File: src/rtl/dm_access_arbiter_if.sv
// rtl/dm_access_arbiter_if.sv - two-requester access bus for the data memory arbiter
interface dm_access_arbiter_if;
  logic        p0_req;
  logic        p0_we;
  logic [31:0] p0_addr;
  logic [31:0] p0_wdata;
  logic        p0_gnt;
  logic        p0_rvalid;
  logic [31:0] p0_rdata;
  logic        p0_err;

  logic        p1_req;
  logic        p1_we;
  logic [31:0] p1_addr;
  logic [31:0] p1_wdata;
  logic        p1_gnt;
  logic        p1_rvalid;
  logic [31:0] p1_rdata;
  logic        p1_err;

  modport master (
    output p0_req, p0_we, p0_addr, p0_wdata,
    input  p0_gnt, p0_rvalid, p0_rdata, p0_err,
    output p1_req, p1_we, p1_addr, p1_wdata,
    input  p1_gnt, p1_rvalid, p1_rdata, p1_err
  );

  modport slave (
    input  p0_req, p0_we, p0_addr, p0_wdata,
    output p0_gnt, p0_rvalid, p0_rdata, p0_err,
    input  p1_req, p1_we, p1_addr, p1_wdata,
    output p1_gnt, p1_rvalid, p1_rdata, p1_err
  );
endinterface

File: src/rtl/dm_access_arbiter.sv
// rtl/dm_access_arbiter.sv - round-robin data memory arbiter with range check and array clear
module dm_access_arbiter #(
  parameter int          NWORDS    = 4096,
  parameter int          AW        = 12,
  parameter logic [31:0] BASE_ADDR = 32'h8000_0000
) (
  input  logic                clk,
  input  logic                rst_n,
  dm_access_arbiter_if.slave  bus,
  input  logic                clr_start,
  output logic                clr_busy,
  output logic                clr_done,
  output logic                mem_re,
  output logic                mem_we,
  output logic [AW-1:0]       mem_addr,
  output logic [31:0]         mem_wdata,
  input  logic [31:0]         mem_rdata
);

  localparam logic [0:0] IDLE  = 1'b0;
  localparam logic [0:0] CLEAR = 1'b1;

  localparam logic [29:0]   MAX_IDX  = 30'(NWORDS - 1);
  localparam logic [AW-1:0] LAST_CNT = AW'(NWORDS - 1);

  logic [0:0]    state_q, state_d;
  logic [AW-1:0] cnt_q, cnt_d;
  logic          last_q, last_d;
  logic          done_d, done_q;
  logic          rv0_q, rv1_q, err_q, rd_q;

  logic          arb_ok;
  logic          gnt0, gnt1, any_gnt;
  logic          sel_we;
  logic [31:0]   sel_addr, sel_wdata;
  logic [31:0]   offset;
  logic          legal;

  // Pick a winner: grants only in IDLE without a clear request; tie goes to the port not granted last
  always_comb begin
    arb_ok    = rst_n && (state_q == IDLE) && !clr_start;
    gnt0      = arb_ok && bus.p0_req && (!bus.p1_req || last_q);
    gnt1      = arb_ok && bus.p1_req && (!bus.p0_req || !last_q);
    any_gnt   = gnt0 || gnt1;
    sel_we    = gnt1 ? bus.p1_we    : bus.p0_we;
    sel_addr  = gnt1 ? bus.p1_addr  : bus.p0_addr;
    sel_wdata = gnt1 ? bus.p1_wdata : bus.p0_wdata;
  end

  // Range/alignment check on the offset from the window base; comparing word index avoids any overflow
  always_comb begin
    offset = sel_addr - BASE_ADDR;
    legal  = (sel_addr >= BASE_ADDR) && (offset[1:0] == 2'b00) && (offset[31:2] <= MAX_IDX);
  end

  // Memory port mux: clear writes own the port in CLEAR, otherwise a legal granted access drives it
  always_comb begin
    mem_re    = 1'b0;
    mem_we    = 1'b0;
    mem_addr  = '0;
    mem_wdata = '0;
    if (state_q == CLEAR) begin
      mem_we   = 1'b1;
      mem_addr = cnt_q;
    end else if (any_gnt && legal) begin
      mem_re    = !sel_we;
      mem_we    = sel_we;
      mem_addr  = offset[AW+1:2];
      mem_wdata = sel_wdata;
    end
  end

  // Clear sequencer next state: walk every index once, then return to IDLE and flag completion
  always_comb begin
    state_d = state_q;
    cnt_d   = cnt_q;
    done_d  = 1'b0;
    last_d  = last_q;
    if (gnt0) last_d = 1'b0;
    if (gnt1) last_d = 1'b1;
    case (state_q)
      IDLE: begin
        if (clr_start) begin
          state_d = CLEAR;
          cnt_d   = '0;
        end
      end
      CLEAR: begin
        if (cnt_q == LAST_CNT) begin
          state_d = IDLE;
          cnt_d   = '0;
          done_d  = 1'b1;
        end else begin
          cnt_d = cnt_q + 1'b1;
        end
      end
      default: state_d = IDLE;
    endcase
  end

  // State, pointer and response registers; last-grant pointer resets to port 1 so port 0 wins first tie
  always_ff @(posedge clk or negedge rst_n) begin
    if (!rst_n) begin
      state_q <= IDLE;
      cnt_q   <= '0;
      last_q  <= 1'b1;
      done_q  <= 1'b0;
      rv0_q   <= 1'b0;
      rv1_q   <= 1'b0;
      err_q   <= 1'b0;
      rd_q    <= 1'b0;
    end else begin
      state_q <= state_d;
      cnt_q   <= cnt_d;
      last_q  <= last_d;
      done_q  <= done_d;
      rv0_q   <= gnt0;
      rv1_q   <= gnt1;
      err_q   <= any_gnt && !legal;
      rd_q    <= any_gnt && legal && !sel_we;
    end
  end

  assign bus.p0_gnt    = gnt0;
  assign bus.p1_gnt    = gnt1;
  assign bus.p0_rvalid = rv0_q;
  assign bus.p1_rvalid = rv1_q;
  assign bus.p0_err    = rv0_q && err_q;
  assign bus.p1_err    = rv1_q && err_q;
  assign bus.p0_rdata  = (rv0_q && rd_q) ? mem_rdata : 32'h0;
  assign bus.p1_rdata  = (rv1_q && rd_q) ? mem_rdata : 32'h0;

  assign clr_busy = (state_q == CLEAR);
  assign clr_done = done_q;

endmodule

File: src/flat_wrapper.sv
// flat-port wrapper written by rule: the top's interface ports become plain ports
module dm_access_arbiter_flat 
#(
  parameter int          NWORDS    = 4096,
  parameter int          AW        = 12,
  parameter logic [31:0] BASE_ADDR = 32'h8000_0000
)
  (clk, rst_n, clr_start, clr_busy, clr_done, mem_re, mem_we, mem_addr, mem_wdata, mem_rdata, bus_p0_req, bus_p0_we, bus_p0_addr, bus_p0_wdata, bus_p0_gnt, bus_p0_rvalid, bus_p0_rdata, bus_p0_err, bus_p1_req, bus_p1_we, bus_p1_addr, bus_p1_wdata, bus_p1_gnt, bus_p1_rvalid, bus_p1_rdata, bus_p1_err);
  dm_access_arbiter_if bus_i ();
  input  logic clk;
  input  logic rst_n;
  input  logic clr_start;
  output logic clr_busy;
  output logic clr_done;
  output logic mem_re;
  output logic mem_we;
  output logic [AW-1:0] mem_addr;
  output logic [31:0] mem_wdata;
  input  logic [31:0] mem_rdata;
  input wire logic [$bits(bus_i.p0_req)-1:0] bus_p0_req;
  input wire logic [$bits(bus_i.p0_we)-1:0] bus_p0_we;
  input wire logic [$bits(bus_i.p0_addr)-1:0] bus_p0_addr;
  input wire logic [$bits(bus_i.p0_wdata)-1:0] bus_p0_wdata;
  output wire logic [$bits(bus_i.p0_gnt)-1:0] bus_p0_gnt;
  output wire logic [$bits(bus_i.p0_rvalid)-1:0] bus_p0_rvalid;
  output wire logic [$bits(bus_i.p0_rdata)-1:0] bus_p0_rdata;
  output wire logic [$bits(bus_i.p0_err)-1:0] bus_p0_err;
  input wire logic [$bits(bus_i.p1_req)-1:0] bus_p1_req;
  input wire logic [$bits(bus_i.p1_we)-1:0] bus_p1_we;
  input wire logic [$bits(bus_i.p1_addr)-1:0] bus_p1_addr;
  input wire logic [$bits(bus_i.p1_wdata)-1:0] bus_p1_wdata;
  output wire logic [$bits(bus_i.p1_gnt)-1:0] bus_p1_gnt;
  output wire logic [$bits(bus_i.p1_rvalid)-1:0] bus_p1_rvalid;
  output wire logic [$bits(bus_i.p1_rdata)-1:0] bus_p1_rdata;
  output wire logic [$bits(bus_i.p1_err)-1:0] bus_p1_err;
  assign bus_i.p0_req = bus_p0_req;
  assign bus_i.p0_we = bus_p0_we;
  assign bus_i.p0_addr = bus_p0_addr;
  assign bus_i.p0_wdata = bus_p0_wdata;
  assign bus_p0_gnt = bus_i.p0_gnt;
  assign bus_p0_rvalid = bus_i.p0_rvalid;
  assign bus_p0_rdata = bus_i.p0_rdata;
  assign bus_p0_err = bus_i.p0_err;
  assign bus_i.p1_req = bus_p1_req;
  assign bus_i.p1_we = bus_p1_we;
  assign bus_i.p1_addr = bus_p1_addr;
  assign bus_i.p1_wdata = bus_p1_wdata;
  assign bus_p1_gnt = bus_i.p1_gnt;
  assign bus_p1_rvalid = bus_i.p1_rvalid;
  assign bus_p1_rdata = bus_i.p1_rdata;
  assign bus_p1_err = bus_i.p1_err;
  dm_access_arbiter #(.NWORDS(NWORDS), .AW(AW), .BASE_ADDR(BASE_ADDR)) u_core (.clk(clk), .rst_n(rst_n), .bus(bus_i), .clr_start(clr_start), .clr_busy(clr_busy), .clr_done(clr_done), .mem_re(mem_re), .mem_we(mem_we), .mem_addr(mem_addr), .mem_wdata(mem_wdata), .mem_rdata(mem_rdata));
endmodule
File: config.mk
export PLATFORM = sky130hd
export DESIGN_NAME = dm_access_arbiter_flat
export DESIGN_NICKNAME = d
export VERILOG_FILES = /design/src/rtl/dm_access_arbiter_if.sv /design/src/rtl/dm_access_arbiter.sv /design/src/flat_wrapper.sv
export SDC_FILE = /design/constraint.sdc
export NUM_CORES = 1
export LEC_CHECK = 0
export CORE_AREA = 2 2 112 114
export CTS_CLUSTER_SIZE = 16
export DETAILED_ROUTE_END_ITERATION = 8
export DIE_AREA = 0 0 114 116
export GPL_TIMING_DRIVEN = 0
export HOLD_SLACK_MARGIN = 0.08
export SYNTH_ARGS = -nofsm -noshare
export SYNTH_HDL_FRONTEND = slang
export SYNTH_SLANG_ARGS = --single-unit
export TNS_END_PERCENT = 30
File: constraint.sdc
create_clock -name clk -period 3.4 [get_ports clk]
set_input_delay 0.68 -clock clk [delete_from_list [all_inputs] [get_ports clk]]
set_output_delay 0.68 -clock clk [all_outputs]
set_load 0.02 [all_outputs]
Yosys cells after proc, flatten, opt, wreduce, memory -nomap -nowiden
Index checks and enable logic that the tools add are counted.
{ "word_totals": {"wordCells": 64, "input_bits": 167, "out_inout_bits": 118, "register_bits": 19} }
{ "classes": {"bitwise": 1, "n_mux": 23, "magnitude_cmp": 2, "add_sub_neg": 2, "reduce_logical": 26, "eq_ne": 2} }
{ "op_table": {"columns": ["cell", "count"], "rows": [
  ["32-bit two-way mux", 6],
  ["12-bit two-way mux", 4],
  ["32-bit greater-or-equal comparator (second input constant)", 1],
  ["32-bit subtractor (second input constant)", 1],
  ["30-bit by 12-bit <= comparator with 1-bit output (second input constant)", 1],
  ["12-bit one-hot mux with 2 select lines", 1],
  ["1-bit logical AND", 15],
  ["12-bit by 1-bit adder with 12-bit output (second input constant)", 1],
  ["12-bit equality test (second input constant)", 1],
  ["1-bit two-way mux", 11],
  ["1-bit zero test", 6],
  ["1-bit logical OR", 3],
  ["2-bit zero test", 1],
  ["2-bit inequality test (second input constant)", 1],
  ["1-bit one-hot mux with 2 select lines", 1],
  ["2-bit nonzero test", 1],
  ["1-bit NOT", 1]
]} }

Logic depth before layout (Yosys ltp)
Gate-level depths: netlist of run 1.
{ "depth": {"ltp_word": 13, "mapped_depth": 7, "ltp_nobuf": 6} }

Worst setup path after synthesis of run 1
Ideal clock, no wire load.
{ "synth_timing": {"path_kind": "input -> output", "start": "in rst_n", "end": "out mem_addr[1]", "cell_stages": 5, "path_buffers": 1, "t_arrival_ns": 2.072, "path_slack_ns": 0.648, "t_required_ns": 2.720, "cell_sequence": "nor3b_4 > nand3_4 > buf_1 > mux2i_1 > o21ai_0"} }
{ "synth_via": {"elab_chain_cells": 12} }
{ "synth_rtl": {"columns": ["item", "line", "source"], "rows": [
  ["start: declaration", "flat_wrapper.sv:11", "input logic rst_n;"],
  ["1-bit logical AND (*) (2 in a row)", "dm_access_arbiter.sv:41", "arb_ok = rst_n && (state_q == IDLE) && !clr_start;"],
  ["branches (longest 8 deep; another with 32-bit subtractor)", null, null],
  ["12-bit two-way mux (*)", "dm_access_arbiter.sv:65", "end else if (any_gnt && legal) begin"],
  ["12-bit two-way mux (*)", "dm_access_arbiter.sv:62", "if (state_q == CLEAR) begin"],
  ["end: declaration", "flat_wrapper.sv:17", "output logic [AW-1:0] mem_addr;"]
]} }
Mark *: on every way between the ends.

Final worst setup path of run 1
{ "layout_timing": {"start": "in bus_p0_addr[18]", "end": "out mem_wdata[15]"} }
{ "layout_via": {"elab_chain_cells": 7} }
{ "layout_rtl": {"columns": ["item", "line", "source"], "rows": [
  ["start: declaration", "flat_wrapper.sv:22", "input wire logic [$bits(bus_i.p0_addr)-1:0] bus_p0_addr;"],
  ["32-bit two-way mux (*)", "dm_access_arbiter.sv:46", "sel_addr = gnt1 ? bus.p1_addr : bus.p0_addr;"],
  ["32-bit subtractor / 32-bit greater-or-equal comparator (equally long branches)", "dm_access_arbiter.sv:52, dm_access_arbiter.sv:53", null],
  ["30-bit by 12-bit <= comparator with 1-bit output / 1-bit logical AND (equally long branches)", "dm_access_arbiter.sv:53", "legal = (sel_addr >= BASE_ADDR) && (offset[1:0] == 2'b00) && (offset[31:2] <= MAX_IDX);"],
  ["1-bit logical AND (*)", "dm_access_arbiter.sv:53", null],
  ["1-bit logical AND (*)", "dm_access_arbiter.sv:65", null],
  ["32-bit two-way mux (*)", "dm_access_arbiter.sv:65", null],
  ["32-bit two-way mux (*)", "dm_access_arbiter.sv:62", null],
  ["end: declaration", "flat_wrapper.sv:18", "output logic [31:0] mem_wdata;"]
]} }
Mark *: on every way between the ends. The rest lies on a longest branch, timed or not.

==> results of run 1 <==
through the flow:
step | power [uW] | hold WS, ns | area [um^2]
2_1_floorplan | 499 | 0.384 | 2170
3_3_place_gp | 824 | 0.513 | 5200
3_5_place_dp | 829 | 0.523 | 5200
4_1_cts | 1060 | 0.307 | 5350
5_1_grt | 1090 | 0.312 | 5190
6_report | 1030 | 0.294 | 5190
sequential cells by signal, summed over array words and instances, names as in the netlist:
register and cells:
u_core.clr_busy 1, u_core.rd_q 1, u_core.bus.p0_rvalid 1, u_core.cnt_q 12, u_core.bus.p1_rvalid 1, u_core.last_q 1, u_core.err_q 1, u_core.clr_done 1
worst max-delay path, cell delays in order:
cell and delay [ns]:
clkdlybuf4s50_1 0.41, nor4_2 0.30, and3_1 0.19, and4_1 0.18, clkbuf_4 0.20, buf_6 0.16, a22oi_1 0.09, nor2_1 0.11
clkdlybuf4s15_2 0.29
placed cells by master, fill, tap and decap left out, types with 3 or more instances in the layout:
cell	count
o21ai_0	11
buf_2	13
a22o_1	4
nor2b_1	3
nand2_1	22
a21oi_1	4
buf_4	11
clkbuf_2	28
a22oi_1	32
clkbuf_16	3
nand3_1	4
nand4_1	4
and3_1	65
buf_6	3
nor4_1	7
o21ai_1	9
mux2i_1	12
dlygate4sd2_1	5
clkdlybuf4s15_2	5
clkdlybuf4s50_1	236
dfrtp_1	18
inv_1	4
a31oi_1	3
clkbuf_1	20
nor2_1	41
metal layers:
metal	GRT usage, %	vias to the layer above	routed length [um]	share of wire (%)
li1	-	1712	-	-
met3	3.14	19	927	7.3
met4	4.55	0	260	2.1
met2	31.7	153	6600	52
met5	0	-	0	0
met1	20.5	1606	4850	38
repair_timing:
action / in CTS / in global routing
resized for setup: 110 / 55
setup endpoints to repair: 48 / 42
buffers inserted: 7 / 0
pin swaps: 4 / 0
logic make-up (layout without fill, tap and decap cells):
kind of cell / after synthesis / in the layout
compound gates: 74 / 74
xor+xnor: 3 / 3
fa+ha+maj: 1 / 1
buf+inv: 34 / 329
flops: 19 / 19
mux: 13 / 13
simple gates: 158 / 158
power by group:
group          internal (uW)  total [uW]  switching [uW]
clock network            160         246            86.7
logic                    265         468             203
registers                270         320            50.0
total                    695        1030             340
cell type report:
class	count	area, um^2	share of cell area, %
Sequential cell	19	477	9.18
Clock buffer	4	78.8	1.52
Inverter	4	15.0	0.289
Timing Repair Buffer	291	2710	52.1
Tap cell	147	184	3.54
Multi-Input combinational cell	249	1580	30.4
Buffer	30	155	2.99
worst max-delay path by stage:
stage,start,endpoint,cells past startpoint
5_1_grt,bus_p0_addr[18],mem_wdata[23],9
3_5_place_dp,rst_n,mem_wdata[16],8
4_1_cts,bus_p0_addr[18],mem_wdata[17],9
6_report,bus_p0_addr[18],mem_wdata[15],9
2_1_floorplan,rst_n,mem_addr[1],5
3_3_place_gp,rst_n,mem_wdata[16],8
==> results.json, run 1 <==
{
  "outcome": "complete, no violations",
  "critPathLaunchType": "input pin",
  "power_density_nw_per_um2": 199,
  "synth.avg_cell_area_um2": 7.18,
  "hold_violations": 0,
  "drc": 0,
  "synth_top_family_by_area": "simple AND/OR/NAND/NOR gates",
  "postCtsHoldBufs": 0,
  "crit_required_ns": 2.72,
  "area_growth_pct": 139,
  "worstSetupEndpointType": "output port",
  "yosysSeqAreaShare_pct": 22.0,
  "min_period_ns": 3.29,
  "ff2ff_path_depth": 6,
  "synth_cell_types": 40,
  "nets": 766,
  "boundaryPins": 285,
  "yosys-top-cells-area": "dfrtp_1 21%, and3_1 19%, a22oi_1 11%",
  "core_area_um2": 11900,
  "cts_tree": "done",
  "worstHoldPathType": "in2async",
  "synth_nets": 470,
  "synth.largest_area_cell": "dfrtp_1",
  "yosys.area_share.adder_pct": 0.577,
  "place_ws_ns": -1.39,
  "io_buffers": 284,
  "first_pass_iters": 4,
  "yosysMostFrequentCell": "and3_1",
  "fmax_ghz": 0.304,
  "synthSimpleGateAreaFrac_pct": 39.9,
  "synth_edf_count": 0,
  "n_antenna_cell": 0,
  "grt_use_total_pct": 17.2,
  "grt_pass1_vias": 3365,
  "insertion_delay_ns": 0.25,
  "cts.sinks": 19,
  "synthFlopType": "dfrtp_1",
  "clkSlewWorstSetupHoldPaths_ns": 0.06,
  "yosys_register_bits": 19,
  "num-fill-cells": 1217,
  "syn_inst": 302,
  "setup_viol": 0,
  "vias": 3490,
  "rows": 40,
  "rrSetupSlack_ns": 1.37,
  "maxCapViolCount": 0,
  "crit_type": "in2out",
  "die_h_um": 116,
  "wl_per_cell_um": 17.0,
  "slew_headroom_pct": 66.2,
  "ant_nets": 0,
  "start_util_pct": 18.2,
  "dp_cells": 733,
  "gp_congestion": 0.840,
  "tightest_slew_ns": 0.504,
  "final_core_util_pct": 43.6,
  "grt_max_degree": 21,
  "fin_ws_ns": 0.106,
  "yosys_warnings": 0,
  "post-route-period-util_pct": 96.9,
  "cts.path.max_buffers": 2,
  "leakagePower_uw": 0.00227,
  "grt_pass1_wl_um": 18000,
  "drt_iter0_drc": 216,
  "synth_xor_area_share_pct": 1.21,
  "arrival_ns": 2.61,
  "dieWidth_um": 114,
  "hpwl_um": 10600,
  "synthTopCellsByCount": "65 x and3_1, 41 x nor2_1, 32 x a22oi_1, 22 x nand2_1, 19 x clkbuf_1",
  "antenna_found_initial": 0,
  "yosysTopAreaCellShare_pct": 20.8,
  "fin_cells": 744,
  "htreeDepth": 1,
  "irDropWorstVdd_uv": 195,
  "finClkSkew_ns": 0.00235,
  "rsz0062_at_grt": "true",
  "synth_compound_area_share_pct": 23.8,
  "wirelength_um": 12600,
  "overflow": 0,
  "r2r_end": "u_core.cnt_q[4]",
  "timing.rr.start": "u_core.cnt_q[0]",
  "synth_area_um2": 2170,
  "drive_above_1_share_pct": 12.6,
  "async_flop_share_pct": 100,
  "dieArea_um2": 13200,
  "synth_mux_area_share_pct": 6.00,
  "cts_root_buf": "clkbuf_16",
  "cts_made_buffers": 3,
  "slew_viol_final": 0,
  "avgViaCountPerCell": 4.69,
  "path_max_fanout": 10,
  "fin_tns_setup_ns": 0
}
Note: power is estimated with default switching activity, not from simulation.
==> run 2: changes to the inputs <==
--- a/config.mk
+++ b/config.mk
@@ -6,7 +6,7 @@
 export NUM_CORES = 1
 export LEC_CHECK = 0
 export CORE_AREA = 2 2 112 114
-export CTS_CLUSTER_SIZE = 16
+export CTS_CLUSTER_SIZE = 12
 export DETAILED_ROUTE_END_ITERATION = 8
 export DIE_AREA = 0 0 114 116
 export GPL_TIMING_DRIVEN = 0
==> results of run 2 <==
No change in the layout: final DEF, timing and power equal those of run 1.
